$ cat src/rtl/pip_cla_pkg.sv
// Shared sizing helpers for the pipelined carry-lookahead adder and its bench.
package pip_cla_pkg;

   function automatic int cla_nblk(input int width, input int blk);
      return width / blk;
   endfunction

   // One stage each for operand capture, P/G formation and result, plus one per carry group.
   function automatic int cla_lat(input int width, input int blk);
      return cla_nblk(width, blk) + 3;
   endfunction

endpackage

$ cat src/rtl/pip_cla_if.sv
// Operand/result bus of the pipelined CLA; master drives operands, slave returns results.
interface pip_cla_if #(
   parameter int WIDTH = 20
);
   logic             ce;
   logic             in_valid;
   logic [WIDTH-1:0] a;
   logic [WIDTH-1:0] b;
   logic             cin;
   logic             sub;
   logic             out_valid;
   logic [WIDTH-1:0] s;
   logic             cout;
   logic             ovf;

   modport master (
      output ce, in_valid, a, b, cin, sub,
      input  out_valid, s, cout, ovf
   );

   modport slave (
      input  ce, in_valid, a, b, cin, sub,
      output out_valid, s, cout, ovf
   );
endinterface

$ cat src/rtl/cla_blk.sv
// Combinational carry-lookahead group: every carry is a flat sum of products of p, g and ci.
module cla_blk #(
   parameter int BLK = 4
) (
   input  logic [BLK-1:0] p,
   input  logic [BLK-1:0] g,
   input  logic           ci,
   output logic [BLK-1:1] c,
   output logic           co,
   output logic           pg,
   output logic           gg
);
   logic [BLK:0] car;
   logic         acc;

   // Mask of bit positions lo..hi-1; used to AND together the propagates of a span.
   function automatic logic [BLK-1:0] span(input int lo, input int hi);
      logic [BLK:0] m;
      m = ((BLK+1)'(1) << hi) - ((BLK+1)'(1) << lo);
      return BLK'(m);
   endfunction

   // NOTE: every variable gets a value on every pass through the block, so no latch is inferred.
   always_comb begin
      car = '0;
      acc = 1'b0;
      for (int i = 0; i <= BLK; i++) begin
         acc = ci & (&(p | ~span(0, i)));
         for (int j = 0; j < i; j++)
            acc = acc | (g[j] & (&(p | ~span(j + 1, i))));
         car[i] = acc;
      end
      gg = 1'b0;
      for (int j = 0; j < BLK; j++)
         gg = gg | (g[j] & (&(p | ~span(j + 1, BLK))));
   end

   assign c  = car[BLK-1:1];
   assign co = car[BLK];
   assign pg = &p;

endmodule

$ cat src/rtl/pip_cla_param.sv
// Fully pipelined carry-lookahead adder/subtractor: one carry group resolved per stage, valid/ce tracked.
module pip_cla_param
   import pip_cla_pkg::*;
#(
   parameter int WIDTH = 20,
   parameter int BLK   = 4
) (
   input logic      clk,
   input logic      rst,
   pip_cla_if.slave bus
);
   localparam int NBLK = cla_nblk(WIDTH, BLK);

   if (WIDTH % BLK != 0 || BLK < 2) begin : g_param_check
      $error("pip_cla_param: WIDTH=%0d must be a multiple of BLK=%0d (BLK >= 2)", WIDTH, BLK);
   end

   logic [WIDTH-1:0] a0_q, b0_q;
   logic             c0_q, v0_q;

   // NOTE: state registers use non-blocking assignments so every stage samples pre-edge values.
   always_ff @(posedge clk or posedge rst) begin
      if (rst) begin
         a0_q <= '0;
         b0_q <= '0;
         c0_q <= 1'b0;
         v0_q <= 1'b0;
      end else if (bus.ce) begin
         a0_q <= bus.a;
         b0_q <= bus.b ^ {WIDTH{bus.sub}};
         c0_q <= bus.cin ^ bus.sub;
         v0_q <= bus.in_valid;
      end
   end

   // Generates of the still-unresolved groups only; each stage drops the group it just consumed.
   for (genvar j = 0; j < NBLK; j++) begin : g_gp
      logic [WIDTH-j*BLK-1:0] q;
      if (j == 0) begin : g_first
         always_ff @(posedge clk or posedge rst)
            if (rst)          q <= '0;
            else if (bus.ce)  q <= a0_q & b0_q;
      end else begin : g_next
         always_ff @(posedge clk or posedge rst)
            if (rst)          q <= '0;
            else if (bus.ce)  q <= g_gp[j-1].q[WIDTH-(j-1)*BLK-1:BLK];
      end
   end

   // c_q of stage j: bit carries of groups 0..j-1, with the carry into group j on top.
   for (genvar j = 0; j <= NBLK; j++) begin : g_st
      logic [WIDTH-1:0] p_q;
      logic [j*BLK:0]   c_q;
      logic             v_q;

      if (j == 0) begin : g_first
         always_ff @(posedge clk or posedge rst) begin
            if (rst) begin
               p_q <= '0;
               c_q <= '0;
               v_q <= 1'b0;
            end else if (bus.ce) begin
               p_q <= a0_q ^ b0_q;
               c_q <= c0_q;
               v_q <= v0_q;
            end
         end
      end else begin : g_grp
         logic [BLK-1:1] blk_c;
         logic           blk_co, blk_pg, blk_gg;

         cla_blk #(.BLK(BLK)) u_blk (
            .p  (g_st[j-1].p_q[(j-1)*BLK +: BLK]),
            .g  (g_gp[j-1].q[BLK-1:0]),
            .ci (g_st[j-1].c_q[(j-1)*BLK]),
            .c  (blk_c),
            .co (blk_co),
            .pg (blk_pg),
            .gg (blk_gg)
         );

         // Group propagate/generate form must agree with the block's direct carry-out.
         always_comb assert (blk_co == (blk_gg | (blk_pg & g_st[j-1].c_q[(j-1)*BLK])));

         always_ff @(posedge clk or posedge rst) begin
            if (rst) begin
               p_q <= '0;
               c_q <= '0;
               v_q <= 1'b0;
            end else if (bus.ce) begin
               p_q <= g_st[j-1].p_q;
               c_q <= {blk_co, blk_c, g_st[j-1].c_q};
               v_q <= g_st[j-1].v_q;
            end
         end
      end
   end

   logic [WIDTH-1:0] s_q;
   logic             out_valid_q, cout_q, ovf_q;

   // Result registers keep the last result through bubbles and stalls.
   always_ff @(posedge clk or posedge rst) begin
      if (rst) begin
         out_valid_q <= 1'b0;
         s_q         <= '0;
         cout_q      <= 1'b0;
         ovf_q       <= 1'b0;
      end else if (bus.ce) begin
         out_valid_q <= g_st[NBLK].v_q;
         if (g_st[NBLK].v_q) begin
            s_q    <= g_st[NBLK].p_q ^ g_st[NBLK].c_q[WIDTH-1:0];
            cout_q <= g_st[NBLK].c_q[WIDTH];
            ovf_q  <= g_st[NBLK].c_q[WIDTH] ^ g_st[NBLK].c_q[WIDTH-1];
         end
      end
   end

   assign bus.out_valid = out_valid_q;
   assign bus.s         = s_q;
   assign bus.cout      = cout_q;
   assign bus.ovf       = ovf_q;

endmodule

$ cat src/flat_wrapper.sv
// flat-port wrapper written by rule: the top's interface ports become plain ports
module pip_cla_param_flat import pip_cla_pkg::*;
#(
   parameter int WIDTH = 20,
   parameter int BLK   = 4
)
  (clk, rst, bus_ce, bus_in_valid, bus_a, bus_b, bus_cin, bus_sub, bus_out_valid, bus_s, bus_cout, bus_ovf);
  pip_cla_if #(.WIDTH(WIDTH)) bus_i ();
  input logic clk;
  input logic rst;
  input wire logic [$bits(bus_i.ce)-1:0] bus_ce;
  input wire logic [$bits(bus_i.in_valid)-1:0] bus_in_valid;
  input wire logic [$bits(bus_i.a)-1:0] bus_a;
  input wire logic [$bits(bus_i.b)-1:0] bus_b;
  input wire logic [$bits(bus_i.cin)-1:0] bus_cin;
  input wire logic [$bits(bus_i.sub)-1:0] bus_sub;
  output wire logic [$bits(bus_i.out_valid)-1:0] bus_out_valid;
  output wire logic [$bits(bus_i.s)-1:0] bus_s;
  output wire logic [$bits(bus_i.cout)-1:0] bus_cout;
  output wire logic [$bits(bus_i.ovf)-1:0] bus_ovf;
  assign bus_i.ce = bus_ce;
  assign bus_i.in_valid = bus_in_valid;
  assign bus_i.a = bus_a;
  assign bus_i.b = bus_b;
  assign bus_i.cin = bus_cin;
  assign bus_i.sub = bus_sub;
  assign bus_out_valid = bus_i.out_valid;
  assign bus_s = bus_i.s;
  assign bus_cout = bus_i.cout;
  assign bus_ovf = bus_i.ovf;
  pip_cla_param #(.WIDTH(WIDTH), .BLK(BLK)) u_core (.clk(clk), .rst(rst), .bus(bus_i));
endmodule
$ cat config.mk
export PLATFORM = sky130hd
export DESIGN_NAME = pip_cla_param_flat
export DESIGN_NICKNAME = d
export VERILOG_FILES = /design/src/rtl/pip_cla_pkg.sv /design/src/rtl/pip_cla_if.sv /design/src/rtl/cla_blk.sv /design/src/rtl/pip_cla_param.sv /design/src/flat_wrapper.sv
export SDC_FILE = /design/constraint.sdc
export NUM_CORES = 1
export LEC_CHECK = 0
export BUFFER_PORTS_ARGS = -buffer_cell sky130_fd_sc_hd__buf_4
export CAP_MARGIN = 40
export CORE_MARGIN = 2
export CORE_UTILIZATION = 42
export DETAILED_ROUTE_END_ITERATION = 12
export GPL_TIMING_DRIVEN = 0
export HOLD_SLACK_MARGIN = 0.08
export PLACE_DENSITY_LB_ADDON = 0.15
export SLEW_MARGIN = 25
export SYNTH_ARGS = -nofsm -noshare
export SYNTH_HDL_FRONTEND = slang
export SYNTH_SLANG_ARGS = --single-unit
$ cat constraint.sdc
create_clock -name clk -period 25.7 [get_ports clk]
set_input_delay 5.14 -clock clk [delete_from_list [all_inputs] [get_ports clk]]
set_output_delay 5.14 -clock clk [all_outputs]
set_load 0.005 [all_outputs]
## Yosys cells after proc, flatten, opt, wreduce, memory -nomap -nowiden

Index checks and enable logic that the tools add are counted.
Widths: inputs -> output; s select.

- Bits in registers: 317
- Bits in latches: 0
- RAM bits: 0
- ROM bits: 0
- Input bits: 46
- Output and inout bits: 23
- Memories: 0

- $add $sub $neg: 0
- Multipliers: 0
- Divide/modulo/power cells: 0
- $lt $le $gt $ge: 0
- Equal/unequal tests: 0
- Shift operators: 0
- Mux-type cells: 0
- Bitwise logic cells: 106
- Reductions and logical operators: 31

Operators by type and width:

| kind | number |
|---|---|
| $xor 20x20->20 | 3 |
| $and 1x1->1 | 50 |
| $or 1x1->1 | 50 |
| $reduce_and 2->1 | 16 |
| $reduce_and 3->1 | 10 |
| $and 20x20->20 | 1 |
| $reduce_and 4->1 | 5 |
| $xor 1x1->1 | 2 |

## Logic depth before layout (Yosys ltp)

- Depth in word-level cells: 6
- Gate-level depth with buffers: 6
- Mapped depth without buffers: 3

## Cells and area by module

Synthesis repeated with hierarchy kept, for this count alone.

- Cell total of the unflattened synthesis: 845
- Area, all modules: 12,868.6 µm²

By module, submodules not included:

| module | times used | cells an instance | area an instance (µm²) | seq. area each (µm²) |
|---|---|---|---|---|
| pip_cla_param | 1 | 785 | 12,505.7 | 7,932.6 |
| cla_blk | 5 | 12 | 72.6 | 0.0 |

## Worst setup path before layout

OpenSTA, ideal clock, no wires.

- Path type: input to register
- Start: input bus_ce
- End: register u_core.g_gp[0].q[0]
- Setup time: 0.125 ns
- Arrival: 5.896 ns
- Required time: 25.575 ns
- Setup slack: 19.679 ns
- Stages on the path: 4
- Path buffers: 3
- Path through: buf_4 buf_6 buf_6 mux2_4

RTL lines:

| what | RTL line | source |
|---|---|---|
| start, declared | flat_wrapper.sv:11 | `input wire logic [$bits(bus_i.ce)-1:0] bus_ce;` |
| end signal, assigned | pip_cla_param.sv:42 | `else if (bus.ce) q <= a0_q & b0_q;` |
| end, declared | pip_cla_param.sv:38 | `logic [WIDTH-j*BLK-1:0] q;` |

No word-level cell between the ends.

## Worst setup path after layout

- Start: register u_core.s_q[14] (netlist: u_core.bus.s[14])
- End: output bus_s[14]

RTL lines:

| what | RTL line | source |
|---|---|---|
| start, declared | pip_cla_param.sv:99 | `logic [WIDTH-1:0] s_q;` |
| start signal, assigned | pip_cla_param.sv:112 | `s_q <= g_st[NBLK].p_q ^ g_st[NBLK].c_q[WIDTH-1:0];` |
| end, declared | flat_wrapper.sv:18 | `output wire logic [$bits(bus_i.s)-1:0] bus_s;` |

No word-level cell between the ends.

==> metrics.cfg <==
[sta]
fin_skew_ns = 0.0137
finalSetupTns_ns = 0
slew_headroom = 0.656
fin_ws_ns = 19.52
fmax_mhz = 162
fin_hold_ws_ns = 0.486
fin_crit_ns = 6.18
tightest_slew_ns = 0.516
finalMaxSlewViolations = 0
finalCritPeriodShare = 0.240
setup_viol = 0
rsz0062_at_grt = false
hold_violations = 0

[logic_synthesis]
syn_avg_cell_area_um2 = 16.0
synth_seq_cells = 317
syn_nets = 908
synth_cell_types = 22
yosys_warnings = 0
netlist_area_um2 = 13500
ys_seq_area_frac = 0.589
synth_cells = 842

[clock_tree]
cts_buffers = 35
cts_setup_buffers = 0
cts_tree = yes
postCtsResizedCells = 0
root_buffer = clkbuf_16
insertion_delay_ns = 0.50
clk_path_buf_depth = 3
htree_num_levels = 2
hold_buffers = 0
clkTransAtPathRegs_ns = 0.06
cts.sinks = 317

[global_route]
grt_max_degree = 103
antenna_found_initial = 0
grt_pass1_vias = 6943
grt-ovfl-total = 0
grt_use_total = 0.152
grt_pass1_wl_mm = 40.0

[die]
core_area_um2 = 31600
dieHeight_um = 183
fp.dieArea_um2 = 33500
ios = 69
initial_utilization = 0.427
die_x_um = 183
rows = 65

[drt]
wl_per_cell_um = 17.7
drtPass1Iterations = 4
antenna_left = 0
num_vias = 6496
drc = 0
routed_via_density = 4.75
drtIter0Drc = 380
routed_wl_mm = 24.3

[critical_path]
crit_buf_inv = 1
critPathKind = register to primary output
startpoint_type = register
cp_top_family = flip-flops
slowest_delay_ns = 0.40
slowest_stage = dfrtp_1
critPathCaptureType = primary output
cp.required_ns = 20.56
path_cells = buf_4
crit_arrival_ns = 1.04
critPathMaxFanout = 2

[final_layout]
n_fill_cell = 2736
seqCellArea_um2 = 7930
multi_input_area_um2 = 5120
nets = 1014
syn2layout_area_growth_pct = 16.0
layout_common_cells = 317 x dfrtp_1, 220 x mux2_4, 71 x buf_4
layout_commonest_cell = dfrtp_1
stdcell_count = 1368
drive_above_1_share = 0.433

[status]
status = finished clean

[power_and_ir_drop]
power.leakage_nw = 7.33
finalPower_w = 0.00160
power_density_nw_per_um2 = 102
irDropWorstVdd_mv = 0.0405

[place]
dpl.hpwl_mm = 16.9
place_congestion = 0.677
pre_cts_ws_ns = 19.31
portBuffers = 66
dp_cells = 1313

[flow_run]
cap_violations = 0

[worst_hold_path]
hold_class = register to register

[final timing paths]
check / from / end / slack [ns] / cells after the start
max: u_core.bus.s[14] / bus_s[14] / 19.52 / 1
min: u_core.bus.out_valid / u_core.bus.out_valid / 0.49 / 1
max reg2reg: u_core.g_st[4].c_q[16] / u_core.g_st[5].c_q[20] / 24.36 / 3
min reg2reg: u_core.bus.out_valid / u_core.bus.out_valid / 0.49 / 1
max in group asynchronous: rst / u_core.g_st[2].p_q[6] / 19.91 / 4
min in group asynchronous: rst / u_core.g_st[2].v_q / 4.64 / 2
[sequential cells by signal, summed over array words and instances (netlist names)]
| name | flops |
|---|---|
| u_core.g_st.p_q | 120 |
| u_core.bus.s | 20 |
| u_core.b0_q | 20 |
| u_core.a0_q | 20 |
| u_core.v0_q | 1 |
| u_core.g_st.c_q | 66 |
| u_core.bus.out_valid | 1 |
| u_core.g_st.v_q | 6 |
| u_core.bus.ovf | 1 |
| u_core.g_gp.q | 60 |
| u_core.bus.cout | 1 |
| u_core.c0_q | 1 |
[area by class of cell]
cell class / instances / area share
tap: 402 / 0.0322
inverter: 2 / 0.000961
timing repair buffer: 69 / 0.0370
clock inverter: 2 / 0.00224
multi-input combinational: 477 / 0.327
clock buffer: 52 / 0.0660
sequential: 317 / 0.508
antenna: 1 / 0.000160
buffer: 46 / 0.0264
[cell families (layout without fill, tap and decap cells)]
group / count (synthesis) / count (layout) / synth area share
compound gates: 88 / 88 / 0.0389
xor+xnor: 42 / 42 / 0.0273
fa+ha+maj: 20 / 20 / 0.0186
buf+inv: 48 / 171 / 0.0312
flops: 317 / 317 / 0.589
mux: 254 / 254 / 0.274
other cells: 0 / 1 / 0
simple gates: 73 / 73 / 0.0215
[through the flow]
stage | instance area [um^2] | util
final | 15600 | 0.495
after global routing | 15600 | 0.495
after CTS | 15600 | 0.495
after detailed placement | 14600 | 0.461
after global placement | 14500 | 0.459
after floorplan | 13500 | -
[where the power goes]
part           internal, W  leakage (nW)  switching [W]
clock network     0.000285         0.522       0.000186
registers         0.000660          3.74       0.000118
logic             0.000246          3.07       0.000107
total              0.00119          7.33       0.000410
[synth_stat cells (all sizes together)]
cell	instances	area share
nor3	10	0.0037
o21ai	5	0.0019
clkbuf	2	0.00084
inv	2	0.00056
nor2	62	0.017
o21a	5	0.0028
a21oi	67	0.025
buf	44	0.030
xnor2	42	0.027
and2	1	0.00046
ha	20	0.019
a211o	5	0.0033
mux2	254	0.27
a21o	1	0.00056
dfrtp	317	0.59
a2111oi	5	0.0056
[routing by layer]
| layer | vias to the layer above | track usage | wire, um |
|---|---|---|---|
| li1 | 3170 | - | - |
| met1 | 3209 | 0.233 | 12700 |
| met2 | 89 | 0.222 | 10400 |
| met3 | 28 | 0.0252 | 734 |
| met4 | 0 | 0.0406 | 432 |
| met5 | - | 0 | 0 |
(Power assumes the default switching activity.)
